===== config.mk =====
export PLATFORM = sky130hd
export DESIGN_NAME = regbus_xfer
export DESIGN_NICKNAME = d
export VERILOG_FILES = /design/src/rtl/regbus_pkg.sv /design/src/rtl/sel_decode.sv /design/src/rtl/regbus_xfer.sv
export SDC_FILE = /design/constraint.sdc
export NUM_CORES = 1
export LEC_CHECK = 0
export BUFFER_PORTS_ARGS = -buffer_cell sky130_fd_sc_hd__buf_4
export CORE_ASPECT_RATIO = 1.4
export CORE_UTILIZATION = 35
export CTS_CLUSTER_DIAMETER = 60
export DETAILED_ROUTE_END_ITERATION = 6
export PLACE_DENSITY_LB_ADDON = 0.08
export SETUP_SLACK_MARGIN = 0.5
export SYNTH_ARGS = -nofsm -noshare
export SYNTH_HDL_FRONTEND = slang
export SYNTH_SLANG_ARGS = --single-unit

===== constraint.sdc =====
create_clock -name clk -period 1.6 [get_ports clk]
set_input_delay 0.24 -clock clk [delete_from_list [all_inputs] [get_ports clk]]
set_output_delay 0.24 -clock clk [all_outputs]
set_load 0.03 [all_outputs]

===== src/rtl/regbus_pkg.sv =====
// Shared definitions for the register-transfer sequencer: word width,
// transaction encodings and FSM state enumeration.
package regbus_pkg;

    localparam int WORD_W = 32;

    typedef enum logic [1:0] {
        OP_MOVE  = 2'd0,
        OP_LOADI = 2'd1,
        OP_READ  = 2'd2,
        OP_RSVD  = 2'd3
    } op_e;

    typedef enum logic [2:0] {
        S_IDLE = 3'd0,
        S_RD   = 3'd1,
        S_CAP  = 3'd2,
        S_WR   = 3'd3,
        S_DONE = 3'd4
    } state_e;

endpackage


===== src/rtl/sel_decode.sv =====
// Index-to-one-hot strobe decoder; indices at or beyond NREG decode to zero.
module sel_decode #(
    parameter int NREG = 8,
    parameter int SW   = 5
) (
    input  logic [SW-1:0]   idx_i,
    input  logic            en_i,
    output logic [NREG-1:0] vec_o
);

    generate
        for (genvar gi = 0; gi < NREG; gi++) begin : g_bit
            assign vec_o[gi] = en_i && (idx_i == SW'(gi));
        end
    endgenerate

endmodule


===== src/rtl/regbus_xfer.sv =====
// Multicycle register-transfer sequencer: drives per-register read/write
// strobes and the shared write bus for MOVE, LOADI and READ transactions.
module regbus_xfer
    import regbus_pkg::*;
#(
    parameter int NREG = 8,
    parameter int SW   = 5
) (
    input  logic              clk,
    input  logic              rst,
    input  logic              req,
    input  logic [1:0]        op,
    input  logic [SW-1:0]     src_sel,
    input  logic [SW-1:0]     dst_sel,
    input  logic [WORD_W-1:0] imm,
    output logic              busy,
    output logic              done,
    output logic              err,
    output logic [WORD_W-1:0] rdata_out,
    output logic [NREG-1:0]   rd_en,
    output logic [NREG-1:0]   wr_en,
    output logic [WORD_W-1:0] bus_wdata,
    input  logic [WORD_W-1:0] bus_rdata
);

    state_e              state_q, state_d;
    op_e                 op_q, op_d;
    logic [SW-1:0]       src_q, src_d;
    logic [SW-1:0]       dst_q, dst_d;
    logic [WORD_W-1:0]   hold_q, hold_d;
    logic                err_q, err_d;

    logic                src_ok, dst_ok, req_ok;

    assign src_ok = 32'(src_sel) < 32'(NREG);
    assign dst_ok = 32'(dst_sel) < 32'(NREG);

    // Only the indices actually used by the requested op are range-checked.
    always_comb begin
        req_ok = 1'b0;
        case (op_e'(op))
            OP_MOVE:  req_ok = src_ok && dst_ok;
            OP_LOADI: req_ok = dst_ok;
            OP_READ:  req_ok = src_ok;
            default:  req_ok = 1'b0;
        endcase
    end

    always_ff @(posedge clk) begin
        if (rst) begin
            state_q <= S_IDLE;
            op_q    <= OP_MOVE;
            src_q   <= '0;
            dst_q   <= '0;
            hold_q  <= '0;
            err_q   <= 1'b0;
        end else begin
            state_q <= state_d;
            op_q    <= op_d;
            src_q   <= src_d;
            dst_q   <= dst_d;
            hold_q  <= hold_d;
            err_q   <= err_d;
        end
    end

    always_comb begin
        state_d = state_q;
        op_d    = op_q;
        src_d   = src_q;
        dst_d   = dst_q;
        hold_d  = hold_q;
        err_d   = err_q;
        case (state_q)
            S_IDLE: begin
                if (req) begin
                    op_d  = op_e'(op);
                    src_d = src_sel;
                    dst_d = dst_sel;
                    err_d = !req_ok;
                    if (!req_ok) begin
                        state_d = S_DONE;
                    end else if (op_e'(op) == OP_LOADI) begin
                        hold_d  = imm;
                        state_d = S_WR;
                    end else begin
                        state_d = S_RD;
                    end
                end
            end
            S_RD:    state_d = S_CAP;
            S_CAP: begin
                hold_d  = bus_rdata;
                state_d = (op_q == OP_MOVE) ? S_WR : S_DONE;
            end
            S_WR:    state_d = S_DONE;
            S_DONE:  state_d = S_IDLE;
            default: state_d = S_IDLE;
        endcase
    end

    assign busy      = (state_q != S_IDLE);
    assign done      = (state_q == S_DONE);
    assign err       = done && err_q;
    assign rdata_out = hold_q;
    // The write bus always carries hold; only the strobe marks it as live.
    assign bus_wdata = hold_q;

    sel_decode #(.NREG(NREG), .SW(SW)) u_rd_decode (
        .idx_i (src_q),
        .en_i  ((state_q == S_RD) || (state_q == S_CAP)),
        .vec_o (rd_en)
    );

    sel_decode #(.NREG(NREG), .SW(SW)) u_wr_decode (
        .idx_i (dst_q),
        .en_i  (state_q == S_WR),
        .vec_o (wr_en)
    );

endmodule


After elaboration in Yosys (flattened, before gate mapping). Cells that the tools add are included.

Magnitude comparators: 2. Equality and inequality tests: 23. Mux-type cells: 10. Reduce and logical (&&, ||, !) cells: 29.

Operator list (number): 32-bit 2-to-1 mux (3); 32-bit one-hot mux with 2 select lines (1); 5-bit by 3-bit equality test with 1-bit output (second input constant) (8); 5-bit by 2-bit equality test with 1-bit output (second input constant) (4); 1-bit logical AND (18); 3-bit one-hot mux with 4 select lines (1); 5-bit by 1-bit equality test with 1-bit output (second input constant) (2); 5-bit logical NOT (2); 5-bit by 4-bit less-than comparator with 1-bit output (second input constant) (2); 3-bit 2-to-1 mux (3); 3-bit by 2-bit equality test with 1-bit output (second input constant) (2); 2-bit inequality test (second input constant) (3); 2-bit logical NOT (2); 4-bit AND reduction (1); 3-bit by 1-bit equality test with 1-bit output (second input constant) (1); 3-bit equality test (second input constant) (1); 3-bit logical NOT (1); 1-bit one-hot mux with 3 select lines (1); 3-bit nonzero test (1); 2-bit by 1-bit equality test with 1-bit output (second input constant) (1); 2-bit equality test (second input constant) (1); 2-bit 2-to-1 mux (1); 2-bit AND reduction (1); 2-bit nonzero test (1); other kinds (2) (2).

Register bits after elaboration: 48. Bits of input ports: 79. Output and inout port bits: 83.

Depth between registers and ports, before layout. Gate-level depths: netlist of run 1.

Depth after elaboration: 6. Depth in mapped cells: 5.

Hierarchy. A second synthesis of run 1 with hierarchy kept.

Cell total of the unflattened synthesis: 327. Area total of the unflattened synthesis: 2887.8 um2.

By module, submodules not included: regbus_xfer (times used 1, cells each 301, area each 2730.1 um2); sel_decode (times used 2, cells each 13, area each 78.8 um2).

Worst setup path before layout of run 1. OpenSTA, ideal clock, no wires.

Path type: flip-flop to output port. From: reg state_q[0]. To: out wr_en[4]. Arrival time: 1.739 ns. Required time: 1.360 ns. Slack: -0.379 ns. Cell stages (with the launch flop): 5. Buffers on the path: 1. Cells stage by stage: dfxtp_1 > buf_2 > nor4b_1 > nand3_1 > nor3_1.

Longest elaborated chain between the ends: 2.

RTL lines: start, declared (RTL line regbus_xfer.sv:26) `state_e state_q, state_d;`; start signal, assigned (RTL line regbus_xfer.sv:58) `state_q <= state_d;`; 3-bit by 2-bit equality test with 1-bit output (RTL line regbus_xfer.sv:117) `.en_i (state_q == S_WR),`; 1-bit logical AND (RTL line sel_decode.sv:13) `assign vec_o[gi] = en_i && (idx_i == SW'(gi));`; end, declared (RTL line regbus_xfer.sv:21) `output logic [NREG-1:0] wr_en,`.

No other way between the ends.

Worst setup path after layout of run 1.
From: reg dst_q[4]. To: out wr_en[7].

Longest elaborated chain between the ends: 2.

RTL lines: start, declared (RTL line regbus_xfer.sv:29) `logic [SW-1:0] dst_q, dst_d;`; start signal, assigned (RTL line regbus_xfer.sv:61) `dst_q <= dst_d;`; 5-bit by 3-bit equality test with 1-bit output (RTL line sel_decode.sv:13); 1-bit logical AND (RTL line sel_decode.sv:13).

No other way between the ends.

==> results of run 1 <==
-- kinds of logic after synthesis --
group / Yosys count / synth area share [%]
buffers and inverters: 61 / 14.1
AO/OA/AOI/OAI: 116 / 28.2
flip-flops: 48 / 36.6
AND/OR/NAND/NOR: 105 / 20.8
XOR/XNOR: 1 / 0.333
-- worst min-delay path, stage by stage --
cell and delay [ns]:
sky130_fd_sc_hd__buf_4 0.11, sky130_fd_sc_hd__nand2_1 0.06, sky130_fd_sc_hd__a21oi_2 0.04
-- registers in the layout, summed over array words and instances, names as in the netlist --
register   flops
bus_wdata     32
dst_q          5
err_q          1
op_q           2
src_q          5
state_q        3
-- routing by layer --
| metal | track usage, % | up-vias |
|---|---|---|
| met1 | 27.9 | 1534 |
| li1 | - | 1501 |
| met2 | 41.4 | 130 |
| met4 | 5.16 | 0 |
| met5 | 0 | - |
| met3 | 5.98 | 8 |
-- timing repair --
action | CTS | global route
hold buffers | 0 | 0
gates cloned | 3 | 5
setup endpoints to repair | 90 | 127
pin swaps | 21 | 23
resized for setup | 148 | 111
setup buffers | 11 | 18
-- final timing paths --
check             slack [ns]                        from                    endpoint  cells after the start
setup reg to reg       -0.07     state_q[0]$_SDFFE_PP0N_  bus_wdata[17]$_SDFFE_PP0P_                      7
hold / removal          0.17                  dst_sel[1]       dst_q[1]$_SDFFE_PP0P_                      3
setup / recovery       -0.17       dst_q[4]$_SDFFE_PP0P_                    wr_en[7]                      5
hold reg to reg         0.48  bus_wdata[14]$_SDFFE_PP0P_  bus_wdata[14]$_SDFFE_PP0P_                      2
-- cell usage in the layout (no fill, tap or decap), types with 5 or more instances in the layout --
cell type                  instances
sky130_fd_sc_hd__buf_6            78
sky130_fd_sc_hd__nor3_4            5
sky130_fd_sc_hd__nand2_1          12
sky130_fd_sc_hd__nand3_1          32
sky130_fd_sc_hd__nor2_4           14
sky130_fd_sc_hd__dfxtp_4          13
sky130_fd_sc_hd__o21ai_2          31
sky130_fd_sc_hd__nand2_2           8
sky130_fd_sc_hd__clkbuf_8          5
sky130_fd_sc_hd__nand2_4           7
sky130_fd_sc_hd__a21oi_2          12
sky130_fd_sc_hd__a31oi_1          32
sky130_fd_sc_hd__dfxtp_1          11
sky130_fd_sc_hd__o21bai_1         33
sky130_fd_sc_hd__dfxtp_2          24
sky130_fd_sc_hd__buf_4           125
sky130_fd_sc_hd__buf_12            7
-- power groups by stage --
| stage | Sequential (uW) | Clock [uW] | Combinational, uW |
|---|---|---|---|
| 2_1_floorplan | 1410 | 0 | 445 |
| 3_3_place_gp | 1360 | 0 | 839 |
| 3_5_place_dp | 1360 | 0 | 845 |
| 4_1_cts | 1350 | 909 | 1030 |
| 5_1_grt | 1360 | 968 | 1270 |
| 6_report | 1350 | 894 | 1190 |
-- stage by stage --
stage | util, % | setup TNS (ns)
2_1_floorplan | - | 0
3_3_place_gp | 54.1 | 0
3_5_place_dp | 54.1 | 0
4_1_cts | 63.5 | -3.18
5_1_grt | 71.8 | -6.64
6_report | 71.8 | -3.37
-- cell type report --
type | instances | share of cell area, %
Tap cell | 97 | 2.31
Clock buffer | 6 | 1.38
Clock inverter | 2 | 0.667
Timing Repair Buffer | 219 | 41.1
Multi-Input combinational cell | 222 | 34.7
Sequential cell | 48 | 19.8
==> impl_metrics.py, run 1 <==
metrics = {
    "floorplanning": {
        "floorplan.die_area_mm2": 0.00787,
        "die_width_um": 75.2,
        "core_area_mm2": 0.00731,
        "ios": 162,
        "num_rows": 37,
        "start_util_pct": 35.9,
        "die_h_um": 105,
    },
    "final_layout": {
        "seq_area_mm2": 0.00104,
        "n_fill_cell": 579,
        "antennaDiodeCount": 0,
        "post-route-cell-area_mm2": 0.00525,
        "drive_gt1_share_pct": 72.8,
        "final_nets": 575,
        "area_delta_synth_final_pct": 99.9,
        "stdcell_count": 594,
        "multi_input_area_mm2": 0.00183,
    },
    "cts": {
        "cts_tree": "done",
        "clk_pin_slew_worst_setup_hold_paths_ns": 0.10,
        "clock_path_buffers": 2,
        "insertion_delay_ns": 0.31,
        "clk_root_buffer_cell": "sky130_fd_sc_hd__clkbuf_8",
        "cts_num_sinks": 48,
        "cts_made_buffers": 5,
        "cts_max_level": 2,
    },
    "run_status": {
        "failed_checks": "negative setup slack",
        "outcome": "finished with violations",
    },
    "drt": {
        "drtIter0Drc": 114,
        "met2_wirelength_um": 5320,
        "routed_wl_um": 9980,
        "dr.max_layer_used": "met4",
        "route.antenna.remaining_nets": 0,
        "vias": 3173,
        "detail_route.vias_per_cell": 5.34,
        "drcViolationCount": 0,
        "drt-met1-wl_um": 3910,
        "drtPass1Iterations": 4,
        "route.detailed.wl_per_inst_um": 16.8,
        "met3_length_um": 647,
    },
    "synthesis": {
        "synth_warnings": 0,
        "netlist.area_leader.share_pct": 36.6,
        "yosysMostFrequentCell": "sky130_fd_sc_hd__dfxtp_1",
        "synth.top_cells.by_count": "48 x sky130_fd_sc_hd__dfxtp_1, 34 x sky130_fd_sc_hd__nand3_1, 33 x sky130_fd_sc_hd__o21bai_1",
        "post-synth-top-area-cell": "sky130_fd_sc_hd__dfxtp_1",
        "synth.ff_latch_count": 48,
        "yosys_most_used_dff": "sky130_fd_sc_hd__dfxtp_1",
        "synth_async_sr_flop_share_pct": 0,
        "cells_after_synth": 331,
        "synthDistinctLibCells": 33,
        "mappedNetlistArea_mm2": 0.00263,
        "synthesis.nets": 410,
        "synth-seq-area-share_pct": 36.6,
        "syn_avg_cell_area_um2": 7.94,
        "synthTopCellsByArea": "sky130_fd_sc_hd__dfxtp_1 37%, sky130_fd_sc_hd__o21bai_1 9.4%, sky130_fd_sc_hd__buf_4 9.1%",
        "number_of_synthesized_flops_with_an_enable_pin": 0,
    },
    "setup_path": {
        "critPathArrivalTime_ns": 1.53,
        "worstSetupStartpointType": "flop",
        "slowest_delay_ns": 0.34,
        "crit_path_top_delay_cell": "sky130_fd_sc_hd__dfxtp_2",
        "cp.required_ns": 1.36,
        "critical_path_buf_inv_count": 2,
        "worstPathMaxFanout": 3,
        "timing.setup.critical_path_class": "flop to output port",
        "crit_path_cell_trace": "nor4b_4 > nand3_2 > buf_6 > nor2_4 > buf_6",
        "timing.critical_path.mode_cell": "sky130_fd_sc_hd__buf_6",
        "path_delay_family": "simple AND/OR/NAND/NOR gates",
        "end_kind": "output port",
    },
    "power": {
        "power.internal_uw": 2330,
        "power.switching_fraction_pct": 32.3,
        "power_switching_uw": 1110,
        "sequentialPowerShare_pct": 39.4,
        "overall_power_after_layout_uw": 3440,
        "p_clk_share_pct": 26.0,
        "p_leak_uw": 0.00214,
        "combinationalPowerShare_pct": 34.7,
        "power_per_cell_area_mw_per_mm2": 655,
        "irDropWorstVdd_v": 0.000654,
    },
    "sta": {
        "timing.clock.skew_ns": 0.0137,
        "fmaxAchievable_mhz": 565,
        "final-hold-violation-count": 0,
        "max_slew.worst_pin.slew_ns": 0.403,
        "slew_violations": 0,
        "setup_viol": 49,
        "rsz0062_at_grt": "yes",
        "fin_crit_ns": 1.77,
        "final.period_utilization_pct": 111,
        "postLayoutSetupSlackWorst_ns": -0.171,
        "timing.slew.headroom_pct": 73.1,
        "fin_worst_hold_slack_ns": 0.175,
    },
    "place": {
        "postPlaceCellArea_mm2": 0.00396,
        "placed_cells_incl_taps": 549,
        "place.port_buffers": 161,
        "dpl.hpwl_um": 5810,
        "place_congestion": 0.784,
        "placement.setup.worst_slack_ns": 0.0255,
    },
    "global_route": {
        "grt_first_pass_wirelength_um": 14200,
        "grt_max_degree": 41,
        "groute.usage.overall_pct": 23.5,
        "grt_overflow_total": 0,
        "grt_antenna_before_repair": 0,
        "grt_pass1_vias": 2930,
    },
    "min_path": {
        "worst_hold_path_class": "input pin to flop",
    },
    "job": {
        "number_of_violations_of_the_max_capacitance_limit": 0,
    },
}
Note: power is estimated with default switching activity, not from simulation.
==> inputs of run 2 (changes only) <==
--- a/config.mk
+++ b/config.mk
@@ -5,12 +5,13 @@
 export SDC_FILE = /design/constraint.sdc
 export NUM_CORES = 1
 export LEC_CHECK = 0
+export ABC_AREA = 1
 export BUFFER_PORTS_ARGS = -buffer_cell sky130_fd_sc_hd__buf_4
 export CORE_ASPECT_RATIO = 1.4
 export CORE_UTILIZATION = 35
 export CTS_CLUSTER_DIAMETER = 60
 export DETAILED_ROUTE_END_ITERATION = 6
-export PLACE_DENSITY_LB_ADDON = 0.08
+export PLACE_DENSITY = 0.74
 export SETUP_SLACK_MARGIN = 0.5
 export SYNTH_ARGS = -nofsm -noshare
 export SYNTH_HDL_FRONTEND = slang
==> impl_metrics.py, run 2 <==
metrics = {
    "cts": {
        "cts_tree": "done",
        "cts_num_sinks": 48,
        "clk_root_buffer_cell": "sky130_fd_sc_hd__clkbuf_8",
        "clk_pin_slew_worst_setup_hold_paths_ns": 0.09,
        "cts_made_buffers": 5,
        "insertion_delay_ns": 0.30,
        "clock_path_buffers": 2,
        "cts_max_level": 2,
    },
    "sta": {
        "max_slew.worst_pin.slew_ns": 0.450,
        "setup_viol": 16,
        "timing.slew.headroom_pct": 69.8,
        "final-hold-violation-count": 0,
        "postLayoutSetupSlackWorst_ns": -0.103,
        "rsz0062_at_grt": "yes",
        "slew_violations": 0,
        "fin_crit_ns": 1.70,
        "fmaxAchievable_mhz": 587,
        "timing.clock.skew_ns": 0.00784,
        "final.period_utilization_pct": 106,
        "fin_worst_hold_slack_ns": 0.0981,
    },
    "setup_path": {
        "critPathArrivalTime_ns": 1.46,
        "worstSetupStartpointType": "flop",
        "worst_setup_path_start": "state_q[1]$_SDFFE_PP0N_",
        "crit_path_top_delay_cell": "sky130_fd_sc_hd__dfxtp_4",
        "end_kind": "output port",
        "crit-reg2reg-capture": "bus_wdata[3]$_SDFFE_PP0P_",
        "critical_path.reg2reg.startpoint": "state_q[0]$_SDFFE_PP0N_",
        "critical_path_buf_inv_count": 3,
        "timing.setup.critical_path_class": "flop to output port",
        "regToRegSetupSlack_ns": 0.07,
        "path_delay_family": "simple AND/OR/NAND/NOR gates",
        "worstSetupEndpoint": "rd_en[7]",
        "worstPathMaxFanout": 6,
        "cp.required_ns": 1.36,
        "timing.critical_path.mode_cell": "sky130_fd_sc_hd__buf_6",
        "slowest_delay_ns": 0.38,
        "reg2reg_depth": 9,
        "worstSetupPathDepth": 7,
        "crit_path_cell_trace": "inv_1 > nand3_1 > nand2_2 > nand4_1 > buf_6 > nor2_4 > buf_6",
    },
    "floorplanning": {
        "ios": 162,
        "core_area_mm2": 0.00789,
        "die_h_um": 110,
        "num_rows": 38,
        "floorplan.die_area_mm2": 0.00866,
        "start_util_pct": 36.7,
        "die_width_um": 78.9,
    },
    "final_layout": {
        "mostFrequentLayoutCell": "sky130_fd_sc_hd__buf_4",
        "drive_gt1_share_pct": 43.9,
        "final_nets": 679,
        "largest_register_ff_count": 32,
        "antennaDiodeCount": 0,
        "area_delta_synth_final_pct": 58.9,
        "post-route-cell-area_mm2": 0.00461,
        "layout.cells.most_common_list": "147 x sky130_fd_sc_hd__buf_4, 108 x sky130_fd_sc_hd__nand2_1, 68 x sky130_fd_sc_hd__nand3_1, 48 x sky130_fd_sc_hd__inv_1, 41 x sky130_fd_sc_hd__a21oi_1",
        "postLayoutCoreUtil_pct": 58.4,
    },
    "power": {
        "p_leak_uw": 0.00235,
        "irDropWorstVdd_v": 0.000426,
        "power_per_cell_area_mw_per_mm2": 800,
    },
    "synthesis": {
        "synthTopCellsByArea": "sky130_fd_sc_hd__dfxtp_1 33%, sky130_fd_sc_hd__nand2_1 14%, sky130_fd_sc_hd__nand3_1 12%",
        "synthDistinctLibCells": 22,
        "synth_async_sr_flop_share_pct": 0,
        "yosysMostFrequentCell": "sky130_fd_sc_hd__nand2_1",
        "post-synth-top-area-cell": "sky130_fd_sc_hd__dfxtp_1",
        "number_of_synthesized_flops_with_an_enable_pin": 0,
        "mappedNetlistArea_mm2": 0.00290,
        "syn_avg_cell_area_um2": 6.18,
        "synth.ff_latch_count": 48,
        "netlist.area_leader.share_pct": 33.1,
        "synthesis.nets": 548,
        "yosys_most_used_dff": "sky130_fd_sc_hd__dfxtp_1",
        "synth.top_cells.by_count": "112 x sky130_fd_sc_hd__nand2_1, 68 x sky130_fd_sc_hd__nand3_1, 51 x sky130_fd_sc_hd__inv_1",
        "cells_after_synth": 469,
        "synth-seq-area-share_pct": 33.1,
        "synth_warnings": 0,
    },
    "global_route": {
        "grt_overflow_total": 0,
        "grt_first_pass_wirelength_um": 13900,
        "grt_antenna_before_repair": 0,
        "grt_pass1_vias": 3138,
        "groute.usage.overall_pct": 20.4,
        "grt_max_degree": 37,
    },
    "place": {
        "placement.setup.worst_slack_ns": 0.0354,
        "dpl.hpwl_um": 6400,
        "place_congestion": 0.840,
        "postPlaceCellArea_mm2": 0.00413,
        "place.port_buffers": 161,
    },
    "drt": {
        "routed_wl_um": 9160,
        "drtPass1Iterations": 7,
        "detail_route.vias_per_cell": 4.83,
        "route.antenna.remaining_nets": 0,
        "route.detailed.wl_per_inst_um": 13.1,
        "drcViolationCount": 0,
        "drtIter0Drc": 139,
        "vias": 3389,
    },
    "run_status": {
        "outcome": "finished with violations",
        "failed_checks": "negative setup slack",
    },
    "min_path": {
        "worst_hold_path_class": "input pin to flop",
    },
    "job": {
        "number_of_violations_of_the_max_capacitance_limit": 0,
    },
}
==> run 2: final cells by class <==
cell class | instances | area (um^2)
clock buffers | 6 | 72.6
clock inverters | 2 | 35.0
fillers | 757 | 3280
inverters | 53 | 205
multi-input cells | 307 | 1560
flip-flops and latches | 48 | 1020
well taps | 100 | 125
repair buffers | 185 | 1590
==> run 2: worst min-delay path by stage <==
stage          from                  to  cells past startpoint
2_1_floorplan   rst  err_q$_SDFFE_PP0P_                      1
3_3_place_gp    rst  err_q$_SDFFE_PP0P_                      2
3_5_place_dp    rst  err_q$_SDFFE_PP0P_                      2
4_1_cts         rst  err_q$_SDFFE_PP0P_                      2
5_1_grt         rst  err_q$_SDFFE_PP0P_                      2
6_report        rst  err_q$_SDFFE_PP0P_                      2
==> run 2: cell families after synthesis <==
family	share of synthesized area (%)
and+or+nand+nor	35.8
buffers and inverters	20.0
AOI/OAI and AO/OA	11.0
DFF	33.1
==> run 2: through the flow <==
stage,TNS (ns),cells,power [uW]
after floorplan,-0.301,469,2240
after global placement,0,685,2650
after detailed placement,0,685,2680
after CTS,-0.821,700,3660
after global routing,-2.53,701,3880
final,-1.12,701,3690
==> run 2: repair_timing <==
item                                    in CTS  in global routing
gates cloned                                 1                  0
hold buffers                                 0                  0
pin swaps                                    1                  2
endpoints found under the setup margin     107                 97
buffers inserted                             6                  1
resized for setup                           75                 38
==> run 2: power by group <==
group | internal [uW] | switching (uW) | total (uW)
combinational | 590 | 837 | 1430
sequential | 1300 | 89.1 | 1390
clock | 464 | 406 | 870
==> run 2: worst register-to-register path: cells and delay by family (launching register included) <==
| family | cells | cell delay [ns] |
|---|---|---|
| AND/OR/NAND/NOR | 6 | 0.54 |
| buffers and inverters | 3 | 0.54 |
| flip-flops | 1 | 0.38 |
==> run 2: routing by layer <==
layer | track usage (%) | part of all wire [%]
met1 | 20.4 | 37
met2 | 39.5 | 54
met3 | 4.40 | 7.5
met4 | 10.0 | 1.9
met5 | 0 | 0
==> inputs of run 3 (changes only) <==
--- a/config.mk
+++ b/config.mk
@@ -9,10 +9,11 @@
 export BUFFER_PORTS_ARGS = -buffer_cell sky130_fd_sc_hd__buf_4
 export CORE_ASPECT_RATIO = 1.4
 export CORE_UTILIZATION = 35
-export CTS_CLUSTER_DIAMETER = 60
+export CTS_CLUSTER_DIAMETER = 30
 export DETAILED_ROUTE_END_ITERATION = 6
 export PLACE_DENSITY = 0.74
-export SETUP_SLACK_MARGIN = 0.5
+export SETUP_SLACK_MARGIN = 0.15
 export SYNTH_ARGS = -nofsm -noshare
 export SYNTH_HDL_FRONTEND = slang
+export SYNTH_HIERARCHICAL = 1
 export SYNTH_SLANG_ARGS = --single-unit
==> impl_metrics.py, run 3 <==
metrics = {
    "run_status": {
        "outcome": "finished with violations",
        "failed_checks": "negative setup slack",
    },
    "floorplanning": {
        "core_area_mm2": 0.00810,
        "ios": 162,
        "die_width_um": 79.0,
        "die_h_um": 110,
        "floorplan.die_area_mm2": 0.00868,
        "start_util_pct": 35.9,
        "num_rows": 39,
    },
    "drt": {
        "drtPass1Iterations": 4,
        "route.antenna.remaining_nets": 0,
        "vias": 3274,
        "detail_route.vias_per_cell": 4.60,
        "drtIter0Drc": 158,
        "routed_wl_um": 8640,
        "drcViolationCount": 0,
        "route.detailed.wl_per_inst_um": 12.1,
    },
    "global_route": {
        "grt_overflow_total": 0,
        "grt_max_degree": 47,
        "groute.usage.overall_pct": 19.3,
        "grt_antenna_before_repair": 0,
        "grtUsageMet1_pct": 21.0,
        "globalRouteMet2Util_pct": 37.6,
        "grt_busiest_layer": "met2",
        "grt_pass1_vias": 2997,
        "grtUsageMet3_pct": 3.15,
        "grt_first_pass_wirelength_um": 13400,
    },
    "cts": {
        "clk_pin_slew_worst_setup_hold_paths_ns": 0.06,
        "cts_num_sinks": 48,
        "clk_root_buffer_cell": "sky130_fd_sc_hd__clkbuf_16",
        "cts_made_buffers": 5,
        "cts_max_level": 2,
        "insertion_delay_ns": 0.28,
        "hold_buffers": 0,
        "clock_path_buffers": 2,
        "cts_tree": "done",
    },
    "place": {
        "place_congestion": 0.842,
        "place.port_buffers": 161,
        "dpl.hpwl_um": 6290,
        "placed_cells_incl_taps": 699,
    },
    "setup_path": {
        "worstPathMaxFanout": 5,
        "regToRegSetupSlack_ns": 0.01,
        "worst_setup_path_start": "state_q[0]$_SDFFE_PP0N_",
        "reg2reg_depth": 8,
        "worstSetupEndpoint": "wr_en[1]",
        "critical_path.reg2reg.startpoint": "state_q[0]$_SDFFE_PP0N_",
        "crit-reg2reg-capture": "bus_wdata[1]$_SDFFE_PP0P_",
        "end_kind": "output port",
        "worstSetupStartpointType": "flop",
        "cp.required_ns": 1.36,
        "timing.setup.critical_path_class": "flop to output port",
        "critPathArrivalTime_ns": 1.51,
    },
    "job": {
        "number_of_violations_of_the_max_capacitance_limit": 0,
    },
    "power": {
        "power_per_cell_area_mw_per_mm2": 837,
        "irDropWorstVdd_v": 0.000493,
        "p_leak_uw": 0.00235,
    },
    "final_layout": {
        "stdcell_count": 712,
        "seq_area_um2": 972,
        "final_nets": 688,
        "n_fill_cell": 835,
        "largest_register_ff_count": 32,
        "drive_gt1_share_pct": 37.0,
        "multi_input_area_mm2": 0.00153,
        "antennaDiodeCount": 0,
        "postLayoutCoreUtil_pct": 54.9,
        "layout.cells.most_common_list": "157 x sky130_fd_sc_hd__buf_4, 143 x sky130_fd_sc_hd__nand2_1, 60 x sky130_fd_sc_hd__nor2_1, 45 x sky130_fd_sc_hd__dfxtp_1, 44 x sky130_fd_sc_hd__inv_1",
        "area_delta_synth_final_pct": 53.1,
        "mostFrequentLayoutCell": "sky130_fd_sc_hd__buf_4",
    },
    "synthesis": {
        "synth_warnings": 6,
        "mappedNetlistArea_mm2": 0.00291,
        "number_of_synthesized_flops_with_an_enable_pin": 0,
        "yosysMostFrequentCell": "sky130_fd_sc_hd__nand2_1",
        "syn_avg_cell_area_um2": 6.03,
        "synthesis.nets": 561,
        "synthTopCellsByArea": "sky130_fd_sc_hd__dfxtp_1 33%, sky130_fd_sc_hd__nand2_1 19%, sky130_fd_sc_hd__nor2_1 9.4%",
        "cells_after_synth": 482,
        "yosys_most_used_dff": "sky130_fd_sc_hd__dfxtp_1",
        "netlist.area_leader.share_pct": 33.1,
        "synth.top_cells.by_count": "146 x sky130_fd_sc_hd__nand2_1, 73 x sky130_fd_sc_hd__nor2_1, 48 x sky130_fd_sc_hd__dfxtp_1, 48 x sky130_fd_sc_hd__inv_1, 39 x sky130_fd_sc_hd__a21oi_1",
        "synth.ff_latch_count": 48,
        "synth_async_sr_flop_share_pct": 0,
        "post-synth-top-area-cell": "sky130_fd_sc_hd__dfxtp_1",
        "synth-seq-area-share_pct": 33.1,
        "synthDistinctLibCells": 22,
    },
    "min_path": {
        "worst_hold_path_class": "input pin to flop",
    },
    "sta": {
        "timing.slew.headroom_pct": 84.1,
        "postLayoutSetupSlackWorst_ns": -0.150,
        "fmaxAchievable_mhz": 572,
        "max_slew.worst_pin.slew_ns": 0.238,
        "rsz0062_at_grt": "yes",
        "fin_crit_ns": 1.75,
        "slew_violations": 0,
        "final.period_utilization_pct": 109,
        "setup_viol": 16,
        "final-hold-violation-count": 0,
        "timing.clock.skew_ns": 0.00477,
    },
}
-- run 3: repair_timing --
action | 4_1_cts | 5_1_grt
setup buffers | 3 | 1
pin swaps | 6 | 8
resized for setup | 15 | 16
setup endpoints to repair | 50 | 64
cloned | 1 | 0
-- run 3: worst max-delay path, stage by stage (launching register included) --
cell and delay, ns:
sky130_fd_sc_hd__dfxtp_4 0.39, sky130_fd_sc_hd__inv_4 0.06, sky130_fd_sc_hd__nor3_4 0.19, sky130_fd_sc_hd__inv_2 0.07, sky130_fd_sc_hd__nor2_4 0.15, sky130_fd_sc_hd__nand2_4 0.09, sky130_fd_sc_hd__nor2_1 0.11, sky130_fd_sc_hd__buf_4 0.16
-- run 3: logic make-up after synthesis --
| group | Yosys count | share of synthesized area [%] |
|---|---|---|
| and+or+nand+nor | 270 | 37.9 |
| buffers and inverters | 109 | 19.0 |
| DFF | 48 | 33.1 |
| AOI/OAI and AO/OA | 55 | 9.99 |
-- run 3: metal layers --
metal	vias up	share of wire, %
li1	1697	-
met1	1455	39
met2	114	54
met3	8	5.1
met4	0	1.2
met5	-	0
-- run 3: worst min-delay path by stage --
stage               slack (ns)               endpoint  depth (start not counted)        from
global route              0.20  dst_q[2]$_SDFFE_PP0P_                          3  dst_sel[2]
detailed placement        0.47  dst_q[2]$_SDFFE_PP0P_                          3  dst_sel[2]
floorplan                 0.37  dst_q[0]$_SDFFE_PP0P_                          2  dst_sel[0]
CTS                       0.18  dst_q[2]$_SDFFE_PP0P_                          3  dst_sel[2]
finish                    0.18  dst_q[2]$_SDFFE_PP0P_                          3  dst_sel[2]
global placement          0.46  src_q[2]$_SDFFE_PP0P_                          3  src_sel[2]
-- run 3: through the flow --
| step | power, uW | hold slack, ns | cell area, um^2 | worst slack (ns) | TNS, ns |
|---|---|---|---|---|---|
| global route | 3940 | 0.199 | 4450 | -0.187 | -6.22 |
| detailed placement | 2660 | 0.467 | 4140 | 0.0759 | 0 |
| CTS | 3740 | 0.178 | 4390 | -0.153 | -2.04 |
| finish | 3720 | 0.184 | 4450 | -0.150 | -1.89 |
| floorplan | 2230 | 0.375 | 3010 | 0.0806 | 0 |
| global placement | 2640 | 0.461 | 4140 | 0.126 | 0 |
-- run 3: power by group --
| group | internal [uW] | leakage, uW | switching, uW | total (uW) |
|---|---|---|---|---|
| registers | 1300 | 0.000394 | 94.0 | 1390 |
| logic | 528 | 0.00188 | 769 | 1300 |
| clock network | 616 | 0.0000766 | 421 | 1040 |
| total | 2440 | 0.00235 | 1280 | 3720 |
-- run 3: area by class of cell --
cell class                 count  share of cell area (%)
multi-input combinational    325                    34.3
inverter                      53                    4.67
tap                          102                    2.87
timing repair buffer         176                    33.0
sequential                    48                    21.9
clock inverter                 2                   0.225
clock buffer                   6                    3.12
